File: src/rtl/ram_arb_pkg.sv
// rtl/ram_arb_pkg.sv - shared types, window defaults and window check for the RAM port arbiter
// Purpose: response-owner encoding, default RAM window, unsigned window test.
// Ports: none (package).
package ram_arb_pkg;

    typedef enum logic [1:0] {
        OWN_NONE  = 2'd0,
        OWN_I     = 2'd1,
        OWN_D     = 2'd2,
        OWN_D_ERR = 2'd3
    } owner_e;

    localparam logic [31:0] RAM_BASE_DEF = 32'h0000_2000;
    localparam logic [31:0] RAM_SIZE_DEF = 32'h0000_0800;

    // Upper bound is formed in 33 bits so a window ending at 2^32 cannot wrap.
    function automatic logic in_window(input logic [31:0] addr,
                                       input logic [31:0] base,
                                       input logic [31:0] size);
        logic [32:0] limit;
        limit = {1'b0, base} + {1'b0, size};
        return (addr >= base) && ({1'b0, addr} < limit);
    endfunction

endpackage

File: src/rtl/ram_arb_starve_ctr.sv
// rtl/ram_arb_starve_ctr.sv - saturating fetch-starvation counter
// Purpose: counts consecutive cycles the I-port loses arbitration.
// Ports:
//   clk, rst_n   clock, asynchronous active-low reset
//   inc_i        I-request lost to a D-grant this cycle
//   clr_i        I-port granted or not requesting (wins over inc_i)
//   at_max_o     count has reached MAX
module ram_arb_starve_ctr #(
    parameter int unsigned MAX = 4
) (
    input  logic clk,
    input  logic rst_n,
    input  logic inc_i,
    input  logic clr_i,
    output logic at_max_o
);

    localparam logic [3:0] MAX_C = 4'(MAX);

    logic [3:0] cnt_q;
    logic [3:0] cnt_d;

    always_comb begin
        cnt_d = cnt_q;
        if (clr_i) begin
            cnt_d = 4'd0;
        end else if (inc_i && (cnt_q != MAX_C)) begin
            cnt_d = cnt_q + 4'd1;
        end
    end

    always_ff @(posedge clk or negedge rst_n) begin
        if (!rst_n) begin
            cnt_q <= 4'd0;
        end else begin
            cnt_q <= cnt_d;
        end
    end

    assign at_max_o = (cnt_q == MAX_C);

endmodule

File: src/rtl/ram_port_arbiter.sv
// rtl/ram_port_arbiter.sv - single-port RAM arbiter between fetch (I) and load/store (D) ports
// Purpose: one grant per cycle, D priority with bounded I starvation, routes the
//          1-cycle RAM read data back to the owning port, flags out-of-window accesses.
// Optional feature macro: RAM_ARB_PERF_EN adds perf_conflicts / perf_forced counters.
// Ports:
//   clk, rst                   clock, asynchronous active-low reset
//   i_req/i_addr               fetch request (read only)
//   i_gnt/i_rvalid/i_rdata     fetch grant and response
//   d_req/d_we/d_be/d_addr/d_wdata   load/store request
//   d_gnt/d_rvalid/d_rdata/d_err     load/store grant and response
//   mem_rd/mem_wr/mem_be/mem_addr_o/mem_wdata_o/mem_data_i   RAM macro port
module ram_port_arbiter
    import ram_arb_pkg::*;
#(
    parameter logic [31:0] RAM_BASE   = RAM_BASE_DEF,
    parameter logic [31:0] RAM_SIZE   = RAM_SIZE_DEF,
    parameter int unsigned STARVE_MAX = 4
) (
    input  logic        clk,
    input  logic        rst,
    input  logic        i_req,
    input  logic [31:0] i_addr,
    output logic        i_gnt,
    output logic        i_rvalid,
    output logic [31:0] i_rdata,
    input  logic        d_req,
    input  logic        d_we,
    input  logic [3:0]  d_be,
    input  logic [31:0] d_addr,
    input  logic [31:0] d_wdata,
    output logic        d_gnt,
    output logic        d_rvalid,
    output logic [31:0] d_rdata,
    output logic        d_err,
    output logic        mem_rd,
    output logic        mem_wr,
    output logic [3:0]  mem_be,
    output logic [31:0] mem_addr_o,
    output logic [31:0] mem_wdata_o,
`ifdef RAM_ARB_PERF_EN
    output logic [31:0] perf_conflicts,
    output logic [31:0] perf_forced,
`endif
    input  logic [31:0] mem_data_i
);

    owner_e      owner_q;
    owner_e      owner_d;
    logic        i_zero_q;   // outstanding I response was out of window: return 0
    logic        i_zero_d;
    logic        at_max;
    logic        any_gnt;
    logic        sel_inw;
    logic [31:0] sel_addr;

    ram_arb_starve_ctr #(
        .MAX (STARVE_MAX)
    ) u_starve (
        .clk      (clk),
        .rst_n    (rst),
        .inc_i    (i_req & d_gnt),
        .clr_i    (i_gnt | ~i_req),
        .at_max_o (at_max)
    );

    // Grants are gated by reset so nothing reaches the RAM while rst is low.
    assign i_gnt   = rst & i_req & (~d_req | at_max);
    assign d_gnt   = rst & d_req & ~i_gnt;
    assign any_gnt = i_gnt | d_gnt;

    assign sel_addr = i_gnt ? i_addr : d_addr;
    assign sel_inw  = in_window(sel_addr, RAM_BASE, RAM_SIZE);

    always_comb begin
        mem_rd      = 1'b0;
        mem_wr      = 1'b0;
        mem_be      = 4'h0;
        mem_wdata_o = 32'h0;
        mem_addr_o  = 32'h0;
        owner_d     = OWN_NONE;
        i_zero_d    = 1'b0;
        if (any_gnt) begin
            mem_addr_o = sel_addr - RAM_BASE;
        end
        if (i_gnt) begin
            mem_rd   = sel_inw;
            owner_d  = OWN_I;
            i_zero_d = ~sel_inw;
        end else if (d_gnt) begin
            if (!sel_inw) begin
                owner_d = OWN_D_ERR;
            end else if (d_we) begin
                mem_wr      = 1'b1;
                mem_be      = d_be;
                mem_wdata_o = d_wdata;
            end else begin
                mem_rd  = 1'b1;
                owner_d = OWN_D;
            end
        end
    end

    // Response owner FSM; a new grant may overlap the previous response.
    always_ff @(posedge clk or negedge rst) begin
        if (!rst) begin
            owner_q  <= OWN_NONE;
            i_zero_q <= 1'b0;
        end else begin
            owner_q  <= owner_d;
            i_zero_q <= i_zero_d;
        end
    end

    assign i_rvalid = (owner_q == OWN_I);
    assign i_rdata  = (i_rvalid && !i_zero_q) ? mem_data_i : 32'h0;
    assign d_rvalid = (owner_q == OWN_D);
    assign d_rdata  = d_rvalid ? mem_data_i : 32'h0;
    assign d_err    = (owner_q == OWN_D_ERR);

`ifdef RAM_ARB_PERF_EN
    logic [31:0] conflicts_q;
    logic [31:0] forced_q;

    always_ff @(posedge clk or negedge rst) begin
        if (!rst) begin
            conflicts_q <= 32'h0;
            forced_q    <= 32'h0;
        end else begin
            if (i_req && d_req) begin
                conflicts_q <= conflicts_q + 32'h1;
            end
            // An I-grant while D is also requesting can only come from starvation.
            if (i_gnt && d_req) begin
                forced_q <= forced_q + 32'h1;
            end
        end
    end

    assign perf_conflicts = conflicts_q;
    assign perf_forced    = forced_q;
`endif

endmodule

File: config.mk
export PLATFORM = sky130hd
export DESIGN_NAME = ram_port_arbiter
export DESIGN_NICKNAME = d
export VERILOG_FILES = /design/src/rtl/ram_arb_pkg.sv /design/src/rtl/ram_arb_starve_ctr.sv /design/src/rtl/ram_port_arbiter.sv
export SDC_FILE = /design/constraint.sdc
export NUM_CORES = 1
export LEC_CHECK = 0
export ABC_AREA = 0
export CAP_MARGIN = 10
export CORE_AREA = 2 2 107 109
export DETAILED_ROUTE_END_ITERATION = 10
export DIE_AREA = 0 0 109 111
export PLACE_DENSITY = 0.7
export SETUP_SLACK_MARGIN = 0.15
export SLEW_MARGIN = 25
export SYNTH_ARGS = -nofsm -noshare
export SYNTH_HDL_FRONTEND = slang
export SYNTH_HIERARCHICAL = 1
export SYNTH_SLANG_ARGS = --single-unit
export TNS_END_PERCENT = 20
File: constraint.sdc
create_clock -name clk -period 15.7 [get_ports clk]
set_input_delay 3.925 -clock clk [delete_from_list [all_inputs] [get_ports clk]]
set_output_delay 3.925 -clock clk [all_outputs]
set_load 0.02 [all_outputs]
==> flow_metrics.tcl <==
set metrics [dict create \
    grtUsageTotal 0.212 \
    via_count 3719 \
    fin_setup_tns_ns 0 \
    vdd_drop_max_mv 0.0210 \
    dieArea_um2 12100 \
    rrSetupSlack_ns 11.70 \
    crit_buf_inv 4 \
    clock_latency_ns 0.23 \
    synth_ff_type "dfrtp_1" \
    yosysWarningCount 6 \
    placedCellCount 765 \
    crit_family "simple AND/OR/NAND/NOR gates" \
    busiest_layer "met2" \
    drc 0 \
    drt_iter0_markers 193 \
    max_freq_mhz 79.6 \
    ff_latch_area_um2 175 \
    slowest_delay_ns 0.74 \
    multi_input_area_um2 2070 \
    p_per_area_nw_per_um2 33.8 \
    drive_gt1_frac 0.0256 \
    area_delta_synth_final_pct 124 \
    p_comb_frac 0.648 \
    min_period_ns 12.57 \
    io_pins 276 \
    crit_type "primary input to output pin" \
    finalClockSkew_ns 0.000404 \
    coreArea_um2 11100 \
    grt-ovfl-total 0 \
    gp_congestion 0.921 \
    cts_sinks 7 \
    synth_cells 364 \
    cp_slowest_cell "nor4_4" \
    fin_ws_ns 3.13 \
    routed_via_density 4.83 \
    clockBufferDepth 2 \
    cts_hold_buf 0 \
    drt-pass1-iter-count 4 \
    worstHoldStart "u_starve/cnt_q[3]$_DFFE_PN0P_" \
    synth.top_cell.area_share 0.280 \
    ys_seq_area_frac 0.0739 \
    p_switching_uw 63.5 \
    r2r_start "u_starve/cnt_q[0]$_DFFE_PN0P_" \
    slew_headroom 0.478 \
    wl_per_cell_um 17.2 \
    rows 39 \
    dp_hpwl_mm 11.4 \
    htreeDepth 1 \
    grt_max_degree 41 \
    grt_pass1_wl_mm 20.2 \
    finalHoldViolCount 0 \
    clock_power_share 0.246 \
    numPortBuffers 275 \
    cp_max_fo 25 \
    met2_usage 0.398 \
    p_int_uw 116 \
    use_met1 0.215 \
    cts_resized 0 \
    initial_core_util 0.214 \
    synth_top_cell_by_area "and2_1" \
    grt_use_met3 0.0647 \
    wl_mm 13.2 \
    path_cells "clkdlybuf4s50_1 > and2_1 > nand2_1 > buf_4 > mux2i_1 > ha_1 > nor4b_1 > nand4_1 > nor4_1 > a211oi_1 > nor4_4 > buf_6 > and2_1 > clkdlybuf4s50_1" \
    async_flop_share 1.00 \
    die_x_um 109 \
    p_sw_frac 0.353 \
    antenna_left 0 \
    instances_no_fill 770 \
    cts-root-buf "clkbuf_16" \
    grt_pass1_vias 3854 \
    hold_class "flip-flop to flip-flop" \
    post_cts_buffers 0 \
    tritoncts "built" \
    startpoint "rst" \
    critPathRequiredTime_ns 11.77 \
    start_kind "primary input" \
    netlist_area_um2 2370 \
    crit_arrival_ns 8.64 \
    numCtsBuffers 3 \
    outcome "complete, no violations" \
    syn_nets 505 \
    synth_edf_count 0 \
    seqPwrFrac 0.106 \
    finalHoldWorstSlack_ns 0.550 \
    crit_path_end_kind "output pin" \
    fin_crit_sh 0.801 \
    ys_top_cells_by_area "and2_1 28%, dfrtp_1 7.4%, nand2_1 6.8%" \
    slew_violations 0 \
    syn_avg_cell_area_um2 6.51 \
    drv_cap 0 \
    cts.clk_slew.worst_paths_ns 0.04 \
    synth_commonest_cells "106 x and2_1, 43 x nand2_1, 22 x o21ai_0" \
    fp.dieH_um 111 \
    nets 768 \
    setup_viol 0 \
    fillCellCount 1112 \
    leakagePower_nw 1.88 \
    ys_seq_elements 7 \
    synth.most_common_cell "and2_1" \
    pre_cts_ws_ns 3.08 \
    tightestPinTransition_ns 0.778 \
    yosys.cell_types.count 45 \
    rsz0062_at_grt "false" \
    grt_antenna_before_repair 3 \
]
[power by group through the flow]
stage          clock network, mW  registers [mW]  logic, mW
2_1_floorplan                  0          0.0192     0.0437
3_3_place_gp                   0          0.0193      0.116
3_5_place_dp                   0          0.0193      0.116
4_1_cts                   0.0450          0.0191      0.117
5_1_grt                   0.0451          0.0192      0.125
6_report                  0.0441          0.0191      0.117
[stage by stage]
step | power [mW] | area, um^2 | utilization
after global routing | 0.189 | 5310 | 0.479
after floorplan | 0.0628 | 2370 | -
after global placement | 0.135 | 5220 | 0.471
final | 0.180 | 5310 | 0.480
after CTS | 0.181 | 5310 | 0.479
after detailed placement | 0.136 | 5230 | 0.472
[tightest hold or removal path: cells and delay by family, from the launching register on]
family,cells,cell delay (ns)
AOI/OAI and AO/OA,1,0.05
DFF,1,0.38
and+or+nand+nor,1,0.07
[final timing paths]
check,endpoint,depth (start not counted)
worst max-delay path,mem_wdata_o[9],14
worst min-delay path,u_starve/cnt_q[3]$_DFFE_PN0P_,2
worst max register to register,owner_q[0]$_DFF_PN0_,15
worst min register to register,u_starve/cnt_q[3]$_DFFE_PN0P_,2
max in group asynchronous,u_starve/cnt_q[1]$_DFFE_PN0P_,1
min in group asynchronous,owner_q[1]$_DFF_PN0_,1
[layout make-up]
cell class                      count  share of cell area
Clock buffer                        4              0.0148
Sequential cell                     7              0.0330
Antenna cell                        1            0.000471
Timing Repair Buffer              279               0.524
Inverter                            6             0.00424
Multi-Input combinational cell    330               0.389
Tap cell                          143              0.0337
[cell families after synthesis]
group           count (synthesis)  synth area share
compound gates                 72             0.192
xor+xnor                       28             0.103
fa+ha+maj                       4            0.0211
buf+inv                        27            0.0533
flops                           7            0.0739
mux                             3            0.0132
simple gates                  223             0.544
[sequential cells by signal, indices dropped and copies added, names as in the netlist]
| register | count |
|---|---|
| u_starve/cnt_q | 4 |
| owner_q | 2 |
| i_zero_q | 1 |
[cells in the final DEF, fill, tap and decap left out, drive strengths merged, types with 3 or more instances in the layout]
| master | n |
|---|---|
| o22ai | 14 |
| nor3 | 15 |
| nor4 | 8 |
| nand3 | 10 |
| a21oi | 13 |
| clkbuf | 4 |
| or4 | 7 |
| nand4 | 4 |
| ha | 4 |
| buf | 4 |
| inv | 6 |
| nor2 | 12 |
| and2 | 106 |
| clkdlybuf4s50 | 275 |
| xnor2 | 13 |
| dfrtp | 7 |
| a221oi | 3 |
| o21ai | 22 |
| nand2 | 43 |
| or3 | 6 |
| xor2 | 15 |
| nor2b | 4 |
| a211oi | 5 |
| o211ai | 3 |
[per-layer routing]
layer	vias to the layer above	wire [um]
li1	1795	-
met1	1652	4540
met2	226	6820
met3	42	1440
met4	4	410
met5	-	30
Power figures use the tool's default switching activity.
